File: src/rtl/ifetch_unit.sv
// Instruction fetch unit: PC register feeding a 2-entry {pc, inst} fetch buffer toward decode.
// Optional performance counters are built when IFETCH_PERF_EN is defined.
module ifetch_unit #(
    parameter logic [31:0] RESET_PC = 32'h0000_0000
) (
    input  logic        clk,
    input  logic        rst_n,
    output logic [31:0] irom_adr,
    input  logic [31:0] irom_inst,
    input  logic        redirect_valid,
    input  logic [31:0] redirect_pc,
    output logic        if_valid,
    output logic [31:0] if_pc,
    output logic [31:0] if_inst,
    input  logic        if_ready
`ifdef IFETCH_PERF_EN
    ,
    output logic [31:0] perf_fetch_cnt,
    output logic [31:0] perf_redirect_cnt
`endif
);

    logic [31:0] pc_r;
    logic [31:0] fifo_pc_r   [2];
    logic [31:0] fifo_inst_r [2];
    logic [1:0]  count_r;
    logic        head_r;
    logic        tail_r;
    logic        pop_s;
    logic        push_s;
    logic        redirect_lsb_unused_s;

    // Redirect targets are word aligned, so the low address bits are ignored.
    assign redirect_lsb_unused_s = ^redirect_pc[1:0];
    assign irom_adr              = pc_r;
    assign if_pc                 = fifo_pc_r[head_r];
    assign if_inst               = fifo_inst_r[head_r];

    // Handshake decode; valid is also masked while reset is asserted.
    always_comb begin
        if_valid = rst_n & (count_r != 2'd0) & ~redirect_valid;
        pop_s    = if_valid & if_ready;
        push_s   = ~redirect_valid & ((count_r < 2'd2) | pop_s);
    end

    // PC, pointers and occupancy; reset beats redirect, redirect beats push/pop.
    always_ff @(posedge clk) begin
        if (!rst_n) begin
            pc_r    <= RESET_PC;
            count_r <= 2'd0;
            head_r  <= 1'b0;
            tail_r  <= 1'b0;
        end else if (redirect_valid) begin
            pc_r    <= {redirect_pc[31:2], 2'b00};
            count_r <= 2'd0;
            head_r  <= 1'b0;
            tail_r  <= 1'b0;
        end else begin
            if (push_s) begin
                pc_r   <= pc_r + 32'd4;
                tail_r <= ~tail_r;
            end
            if (pop_s) begin
                head_r <= ~head_r;
            end
            case ({push_s, pop_s})
                2'b10:   count_r <= count_r + 2'd1;
                2'b01:   count_r <= count_r - 2'd1;
                default: count_r <= count_r;
            endcase
        end
    end

    // Buffer storage carries no reset; occupancy alone decides validity.
    always_ff @(posedge clk) begin
        if (rst_n && !redirect_valid && push_s) begin
            fifo_pc_r[tail_r]   <= pc_r;
            fifo_inst_r[tail_r] <= irom_inst;
        end
    end

`ifdef IFETCH_PERF_EN
    // Handshake and redirect event counters, wrapping at 2^32.
    always_ff @(posedge clk) begin
        if (!rst_n) begin
            perf_fetch_cnt    <= 32'd0;
            perf_redirect_cnt <= 32'd0;
        end else begin
            if (pop_s) begin
                perf_fetch_cnt <= perf_fetch_cnt + 32'd1;
            end
            if (redirect_valid) begin
                perf_redirect_cnt <= perf_redirect_cnt + 32'd1;
            end
        end
    end
`endif

endmodule

File: config.mk
export PLATFORM = sky130hd
export DESIGN_NAME = ifetch_unit
export DESIGN_NICKNAME = d
export VERILOG_FILES = /design/src/rtl/ifetch_unit.sv
export SDC_FILE = /design/constraint.sdc
export NUM_CORES = 1
export LEC_CHECK = 0
export BUFFER_PORTS_ARGS = -buffer_cell sky130_fd_sc_hd__buf_2
export CAP_MARGIN = 20
export CORE_ASPECT_RATIO = 0.5
export CORE_MARGIN = 8
export CORE_UTILIZATION = 40
export DETAILED_ROUTE_END_ITERATION = 7
export SYNTH_ARGS = -nofsm -noshare
export SYNTH_HDL_FRONTEND = slang
export SYNTH_SLANG_ARGS = --single-unit
File: constraint.sdc
create_clock -name clk -period 4.97 [get_ports clk]
set_input_delay 0.497 -clock clk [delete_from_list [all_inputs] [get_ports clk]]
set_output_delay 0.497 -clock clk [all_outputs]
set_load 0.01 [all_outputs]
==> results.cfg, run 1 <==
[route]
drt-initial-drc-count = 215
ant_nets = 0
drtPass1Iterations = 4
wl_mm = 15.83
drcViolationCount = 0
viasPerCell = 5.098
wl_per_cell_microns = 18.32
vias = 4405

[clock_tree]
cts_buffers = 17
cts_hold_buf = 0
clock_path_buffers = 2
post-cts-setup-buffers = 0
clk_latency_ps = 420
cts-root-buf = clkbuf_16
cts_sinks = 159
htreeDepth = 4
clkSlewWorstSetupHoldPaths_ps = 60
cts_resized = 0
cts_tree = yes

[layout]
final_cell_mix = buf_2, edfxtp_1, mux2_2, dfxtp_1, o21ai_0
n_antenna_cell = 0
fin_nets = 695
area_growth_pct = 23.59
drive_gt1_frac = 0.4160
final_common_cell = buf_2

[worst_setup_path]
crit_slowest_cell = dfxtp_2
critical_path_class = register to output pin
crit_required_ps = 4470
r2r-start = irom_adr[14]
arrival_ps = 2350
cp_num_buf_inv = 2
critPathMaxStageDelay_ps = 790
cp-end-kind = output pin
worstPathCellList = buf_4 -> mux2_2 -> buf_2
worstPathMaxFanout = 34
r2r_slack_ps = 2560
startpoint_type = register
cpLargestDelayFamily = flip-flops

[timing]
fmax_ghz = 0.3512
finalSetupViolations = 0
relSlewSlack = 0.3862
fin_crit_ps = 2847
hold_violations = 0
min_period_over_period = 0.5729
fin_ws_ps = 2123
finalSetupTns_ps = 0
fin_skew_ps = 9.592
rsz0062_at_grt = false
slew_viol_final = 0
tightest_slew_ps = 913.8

[place]
port_buffers = 158
gp_congestion = 0.7387
place_ws_ps = 1838
hpwl_mm = 10.93

[logic_synthesis]
synth.distinct_cells = 52
synth_edf_count = 124
ys_async_sr_fraction = 0
synth_warnings = 0
syn_inst = 468
ys_seq_area_frac = 0.6645
ys_seq_elements = 159
netlist_area_sq_um = 6658
synth_top_area_frac = 0.5593
synth.area.top_cells = edfxtp_1, dfxtp_1, mux2_2
synth_top_area_cell = edfxtp_1
synth_ff_type = edfxtp_1
syn_area_per_cell_sq_um = 14.23

[pwr]
p_leak_nw = 3.060
p_per_area_nw_per_um2 = 362.9
peakVddDrop_v = 0.0002596

[global_routing]
grt_use_total = 0.1497
overflow = 0
antenna_found_initial = 0
first_global_vias = 4386
grt_max_degree = 46
grt_pass1_wl_mm = 24.66

[floorplan]
core_sq_um = 16350
ioPinCount = 165
initial_utilization = 0.4072
die_w_microns = 198.5
die_h_microns = 107.2
die_area_sq_um = 21280
num_rows = 33

[min_path]
hold_path.class = input port to register
hold_start = irom_inst[1]

[flow_run]
drv_cap = 0

[status]
status = completed
[cell families after synthesis]
logic type / Yosys count / share of synthesized area
flip-flops: 159 / 0.6645
AND/OR/NAND/NOR: 124 / 0.1156
AO/OA/AOI/OAI: 76 / 0.07405
multiplexers: 62 / 0.1049
buffers and inverters: 34 / 0.02349
XOR/XNOR: 10 / 0.01316
adder cells (fa/ha/maj): 2 / 0.003758
other: 1 / 0.0005633
[synth_stat cells, drive strengths merged (2+ instances only)]
master and number:
edfxtp 124, or2 4, o21ai 27, and4 11, a211o 2, o31ai 2, nor4 4, a31oi 6
dfxtp 35, and3 13, clkbuf 16, nor2 14, nor3 10, nand2b 2, a211oi 8, nand3 11
and2 3, or3 5, or4 2, o211ai 2, nor2b 10, xnor2 7, xor2 3, buf 12
ha 2, nand4 13, mux2 62, nand2 13, nor3b 5, a21oi 12, a311oi 10, o221ai 2
inv 5
[where the power goes]
group | switching (mW) | internal [mW]
Sequential | 0.0432 | 1.49
Clock | 0.506 | 0.737
Combinational | 0.117 | 0.0911
Total | 0.666 | 2.32
[state kept, by name, summed over array words and instances, names as in the netlist, named ones only]
name         count
count_r          2
fifo_inst_r     64
fifo_pc_r       60
head_r           1
irom_adr        30
tail_r           1
[final timing paths]
kind / depth (start not counted) / end
setup reg to reg: 4 / irom_adr[30]
setup / recovery: 3 / if_pc[28]
hold / removal: 1 / fifo_inst_r[0][1]
hold reg to reg: 2 / head_r
[metal layers]
layer / part of all wire / wire length, microns / global-route usage / vias up
met5: 0 / 0 / 0 / -
met4: 0.014 / 228 / 0.05103 / 0
met3: 0.040 / 633 / 0.03782 / 16
met2: 0.50 / 7881 / 0.2515 / 81
met1: 0.45 / 7088 / 0.1876 / 2161
li1: - / - / - / 2147
[cell type report]
class / instances / area (sq um)
clock buffers: 21 / 440.4
clock inverters: 10 / 117.6
fillers: 1472 / 8123
inverters: 6 / 22.52
multi-input cells: 278 / 2097
flip-flops and latches: 159 / 4425
well taps: 227 / 284.0
repair buffers: 163 / 840.8
[metrics by stage]
step / std cells / util / hold WS (ps) / cell area [sq um] / power [mW]
6_report: 864 / 0.5032 / 265.8 / 8228 / 2.986
4_1_cts: 864 / 0.5032 / 245.1 / 8228 / 3.016
3_3_place_gp: 833 / 0.4691 / 484.1 / 7670 / 1.770
5_1_grt: 864 / 0.5032 / 243.5 / 8228 / 3.099
2_1_floorplan: 471 / - / 481.2 / 6669 / 1.667
3_5_place_dp: 833 / 0.4691 / 508.4 / 7670 / 1.776
(Power assumes the default switching activity.)
==> run 2: changes to the inputs <==
==> constraint.sdc (replaced) <==
create_clock -name clk -period 2.65 [get_ports clk]
set_input_delay 0.265 -clock clk [delete_from_list [all_inputs] [get_ports clk]]
set_output_delay 0.265 -clock clk [all_outputs]
set_load 0.01 [all_outputs]
==> run 2 against run 1 <==
Worst hold slack worse by 240 ps. Critical path type unchanged. Design area up 1.3%. Sequential power up 88%. Critical path depth unchanged. First-iteration DRC count up 13%. Power up 92%. Sequential cell count unchanged. Setup slack worse by 1500 ps. Combinational power up 92%. Cell count up 1.0%. Highest routed layer unchanged. Count of clock-buffer cells in the layout down 2. Global-route usage about the same.
==> results.cfg, run 2 (synthesis gave the netlist of run 1 again) <==
[place]
hpwl_mm = 10.87
gp_congestion = 0.7572
port_buffers = 158
dp_cells = 841

[worst_setup_path]
cpLargestDelayFamily = buffers and inverters
cp-end-kind = output pin
critical_path_class = register to output pin
worstPathMaxFanout = 42
arrival_ps = 1800
worstPathCellList = buf_4 -> mux2_2 -> buf_2
crit_required_ps = 2380
cp_num_buf_inv = 2
critPathMaxStageDelay_ps = 460
startpoint_type = register
crit_slowest_cell = buf_4

[clock_tree]
htreeDepth = 4
cts_sinks = 159
clkSlewWorstSetupHoldPaths_ps = 70
cts_buffers = 17
cts-root-buf = clkbuf_16
clk_latency_ps = 420
cts_resized = 0
cts_tree = yes
post-cts-setup-buffers = 0
cts_hold_buf = 0
clock_path_buffers = 2

[status]
status = completed

[floorplan]
num_rows = 33
initial_utilization = 0.4072
core_sq_um = 16350
die_h_microns = 107.2
ioPinCount = 165
die_w_microns = 198.5
die_area_sq_um = 21280

[layout]
n_antenna_cell = 0
fin_nets = 703
largest_reg_flops = 64
largest_register = fifo_inst_r
drive_gt1_frac = 0.4288
area_growth_pct = 25.24
final_cell_mix = buf_2, edfxtp_1, mux2_2, dfxtp_1, o21ai_0
num-fill-cells = 1449
final_common_cell = buf_2
postLayoutCoreUtil = 0.5099
fin_cells = 873

[route]
drtPass1Iterations = 5
drcViolationCount = 0
wl_per_cell_microns = 18.23
drt-initial-drc-count = 242
ant_nets = 0
viasPerCell = 5.141
vias = 4488
wl_mm = 15.91

[pwr]
p_per_area_nw_per_um2 = 689.1
p_leak_nw = 3.127
peakVddDrop_v = 0.0004572

[timing]
hold_violations = 0
relSlewSlack = 0.5076
hold_slack_ps = 28.61
fmax_ghz = 0.4832
finalSetupViolations = 0
slew_viol_final = 0
tightest_slew_ps = 730.9
rsz0062_at_grt = false
finalSetupTns_ps = 0
min_period_over_period = 0.7810
fin_skew_ps = 9.365
fin_crit_ps = 2070

[global_routing]
grt_use_met1 = 0.1886
antenna_found_initial = 0
grt_max_degree = 63
grt_busiest_layer = met2
grt_use_total = 0.1502
first_global_vias = 4503
overflow = 0
grt_pass1_wl_mm = 24.84
grt.met2_usage = 0.2591
grtUsageMet3 = 0.03407

[flow_run]
drv_cap = 0

[min_path]
hold_path.class = input port to register
[run 2: cell type report]
type                       count  area (sq um)  area share
timing repair buffer         171         913.4      0.1095
clock buffer                  19         442.9     0.05312
tap                          227         284.0     0.03406
clock inverter                13         152.6     0.01831
sequential                   159          4425      0.5308
multi-input combinational    278          2097      0.2515
inverter                       6         22.52    0.002701
[run 2: final timing paths]
path | slack (ps) | cells after the start | from | to
worst max-delay path | 580 | 3 | register | if_pc[19]
worst min-delay path | 30 | 1 | irom_inst[1] | fifo_inst_r[0][1]
worst min register to register | 520 | 2 | head_r | register
worst max register to register | 670 | 4 | irom_adr[2] | irom_adr[13]
[run 2: worst reg2reg max path: stages, from the launching register on]
cell     delay (ps)
dfxtp_1         530
and2_1          320
o21ai_0         330
or4_1           550
a31oi_1         170
[run 2: per-stage QoR]
stage	power, mW	area [sq um]	setup WS (ps)
floorplan	3.124	6678	200.5
global placement	3.324	7742	618.5
detailed placement	3.337	7742	616.7
CTS	5.806	8338	537.4
global route	5.957	8338	468.3
finish	5.746	8338	580.3
[run 2: report_power, final]
group	switching, mW	total, mW	internal [mW]
sequential	0.0801	2.88	2.80
combinational	0.222	0.399	0.177
clock	1.04	2.47	1.44
total	1.34	5.75	4.41
[run 2: routing by layer]
| layer | vias up | share of wire |
|---|---|---|
| li1 | 2154 | - |
| met1 | 2201 | 0.44 |
| met2 | 119 | 0.50 |
| met3 | 14 | 0.050 |
| met4 | 0 | 0.0091 |
| met5 | - | 0 |
==> run 3: changes to the inputs <==
--- a/config.mk
+++ b/config.mk
@@ -5,12 +5,14 @@
 export SDC_FILE = /design/constraint.sdc
 export NUM_CORES = 1
 export LEC_CHECK = 0
+export ABC_AREA = 1
 export BUFFER_PORTS_ARGS = -buffer_cell sky130_fd_sc_hd__buf_2
 export CAP_MARGIN = 20
 export CORE_ASPECT_RATIO = 0.5
 export CORE_MARGIN = 8
 export CORE_UTILIZATION = 40
 export DETAILED_ROUTE_END_ITERATION = 7
+export PLACE_DENSITY = 0.65
 export SYNTH_ARGS = -nofsm -noshare
 export SYNTH_HDL_FRONTEND = slang
 export SYNTH_SLANG_ARGS = --single-unit
==> constraint.sdc (replaced) <==
create_clock -name clk -period 1.8 [get_ports clk]
set_input_delay 0.18 -clock clk [delete_from_list [all_inputs] [get_ports clk]]
set_output_delay 0.18 -clock clk [all_outputs]
set_load 0.01 [all_outputs]
==> run 3 against run 2 <==
Register-to-register slack worse by 570 ps. Cell count is 20% higher. Sequential power is 46% higher. Largest power group unchanged. Die area increased by 1.7%. Area after synthesis grew 1.9%. Clock skew is 2.7 ps lower. Global-route usage grew 0.79 points. Core utilization grew 3.6 points. Sequential share of layout area decreased by 3.8 points. First-iteration DRC count increased by 26%. Critical path depth is the same. Setup slack lost 500 ps.
==> results.cfg, run 3 <==
[route]
drt-initial-drc-count = 306
ant_nets = 0
top_layer = met4
drcViolationCount = 0
met2WireLength_mm = 8.996
viasPerCell = 4.846
wl_met3_microns = 898
vias = 5079
wl_met1_mm = 7.042
wl_per_cell_microns = 16.47
wl_mm = 17.26
drtPass1Iterations = 5

[logic_synthesis]
ys_seq_area_frac = 0.6520
ys_seq_elements = 159
syn_inst = 587
synth_edf_count = 124
synth.area.top_cells = edfxtp_1, dfxtp_1, mux2_2
netlist_area_sq_um = 6785
synth_ff_type = edfxtp_1
synth_top_area_frac = 0.5488
synth_top_area_cell = edfxtp_1
synth_warnings = 0
ys_async_sr_fraction = 0
yosys-top-cells-count = edfxtp_1, nand2_1, mux2_2
synth.distinct_cells = 37
syn_area_per_cell_sq_um = 11.56
synth.most_common_cell = edfxtp_1

[clock_tree]
clkSlewWorstSetupHoldPaths_ps = 60
htreeDepth = 4
cts_sinks = 159
cts_buffers = 17
cts-root-buf = clkbuf_16
post-cts-setup-buffers = 0
clk_latency_ps = 410
cts_tree = yes
clock_path_buffers = 2

[global_routing]
grt_max_degree = 39
overflow = 0
grt_pass1_wl_mm = 27.28
grt_use_total = 0.1581
antenna_found_initial = 0
first_global_vias = 5337

[place]
post_dp_cell_area_sq_um = 8114
gp_congestion = 0.8877
hpwl_mm = 12.17
port_buffers = 158
place_ws_ps = 31.48

[timing]
rsz0062_at_grt = true
hold_slack_ps = 46.53
finalSetupTns_ps = 0
hold_violations = 0
fmax_ghz = 0.5823
finalSetupViolations = 0
fin_skew_ps = 6.685
min_period_over_period = 0.9541
slew_viol_final = 0
fin_ws_ps = 82.58
fin_crit_ps = 1717

[layout]
fin_nets = 880
largest_register = fifo_inst_r
final_cell_mix = buf_2, edfxtp_1, nand2_1, mux2_2, inv_1
n_antenna_cell = 0
largest_reg_flops = 64
num-fill-cells = 1432
drive_gt1_frac = 0.3630
final_area_sq_um = 8996
seq_area_sq_um = 4433
final_common_cell = buf_2
area_growth_pct = 32.58
multi_input_area_sq_um = 2088

[min_path]
whs_endpoint = irom_adr[3]
hold_depth = 3
hold_start = redirect_pc[3]
hold_path.class = input port to register

[worst_setup_path]
reg2reg_to = count_r[1]
r2r-start = count_r[1]
critPathMaxStageDelay_ps = 370
rr_worst_depth = 12
startpoint_type = register
worstPathMaxFanout = 35
arrival_ps = 1540
critical_path_class = register to output pin
cp-end-kind = output pin
crit_required_ps = 1620
worstPathCellList = buf_12 -> mux2_2 -> buf_2
crit_slowest_cell = dfxtp_4
r2r_slack_ps = 100

[flow_run]
drv_cap = 0

[pwr]
power.switching_mw = 1.860
p_sw_frac = 0.2241
p_clk_frac = 0.410
p_per_area_nw_per_um2 = 922.6
p_leak_nw = 3.525
power_frac_seq = 0.507
fin_total_pwr_mw = 8.300
peakVddDrop_v = 0.0007184
p_comb_frac = 0.083
power.internal_mw = 6.440

[status]
status = completed

[floorplan]
num_rows = 33
die_area_sq_um = 21640
die_w_microns = 200.2
initial_utilization = 0.4119
ioPinCount = 165
die_h_microns = 108.1
core_sq_um = 16470
==> run 3: logic make-up after synthesis <==
kind of cell	share of synthesized area
adder cells (fa/ha/maj)	0.003687
AND/OR/NAND/NOR	0.1352
other	0.0005527
flip-flops	0.6520
AO/OA/AOI/OAI	0.05182
buffers and inverters	0.04739
multiplexers	0.1029
XOR/XNOR	0.006455
==> run 3: power groups by stage <==
stage	combinational (mW)	sequential, mW	clock [mW]
floorplan	0.300	4.29	0
global placement	0.626	4.27	0
finish	0.688	4.21	3.41
global route	0.756	4.22	3.60
CTS	0.698	4.21	3.46
detailed placement	0.638	4.28	0
==> run 3: final cells by class <==
cell class,instances,area share
multi-input combinational,355,0.2321
tap,227,0.03157
clock buffer,18,0.04771
timing repair buffer,223,0.1594
sequential,159,0.4928
inverter,54,0.02309
clock inverter,12,0.01335
==> run 3: metal layers <==
layer  track usage  vias to the layer above
li1              -                     2477
met1        0.1794                     2414
met2        0.2946                      158
met3       0.03283                       30
met4       0.06049                        0
met5             0                        -
==> run 3: worst max path at each step <==
stage	from	endpoint	slack, ps	cells past startpoint
floorplan	count_r[1]	fifo_inst_r[0][0]	-830	6
global placement	irom_adr[2]	irom_adr[26]	40	10
detailed placement	irom_adr[3]	irom_adr[26]	30	10
CTS	irom_adr[3]	irom_adr[26]	20	10
global route	irom_adr[3]	irom_adr[22]	-50	10
finish	register	if_inst[15]	80	3
==> run 3: critical path, delay by kind of cell, from the launching register on <==
kind,cells,cell delay [ps]
flip-flops,1,370
multiplexers,1,370
buffers and inverters,2,360
==> run 3: timing repair <==
item / CTS / global route
hold buffers: 32 / 0
hold endpoints to repair: 64 / 0
endpoints found under the setup margin: 0 / 11
resized for setup: 0 / 7
==> run 3: per-stage QoR <==
stage                       util  std cells
after global routing      0.5461       1048
after global placement    0.4925        986
after detailed placement  0.4925        986
after floorplan                -        590
final                     0.5461       1048
after CTS                 0.5453       1048
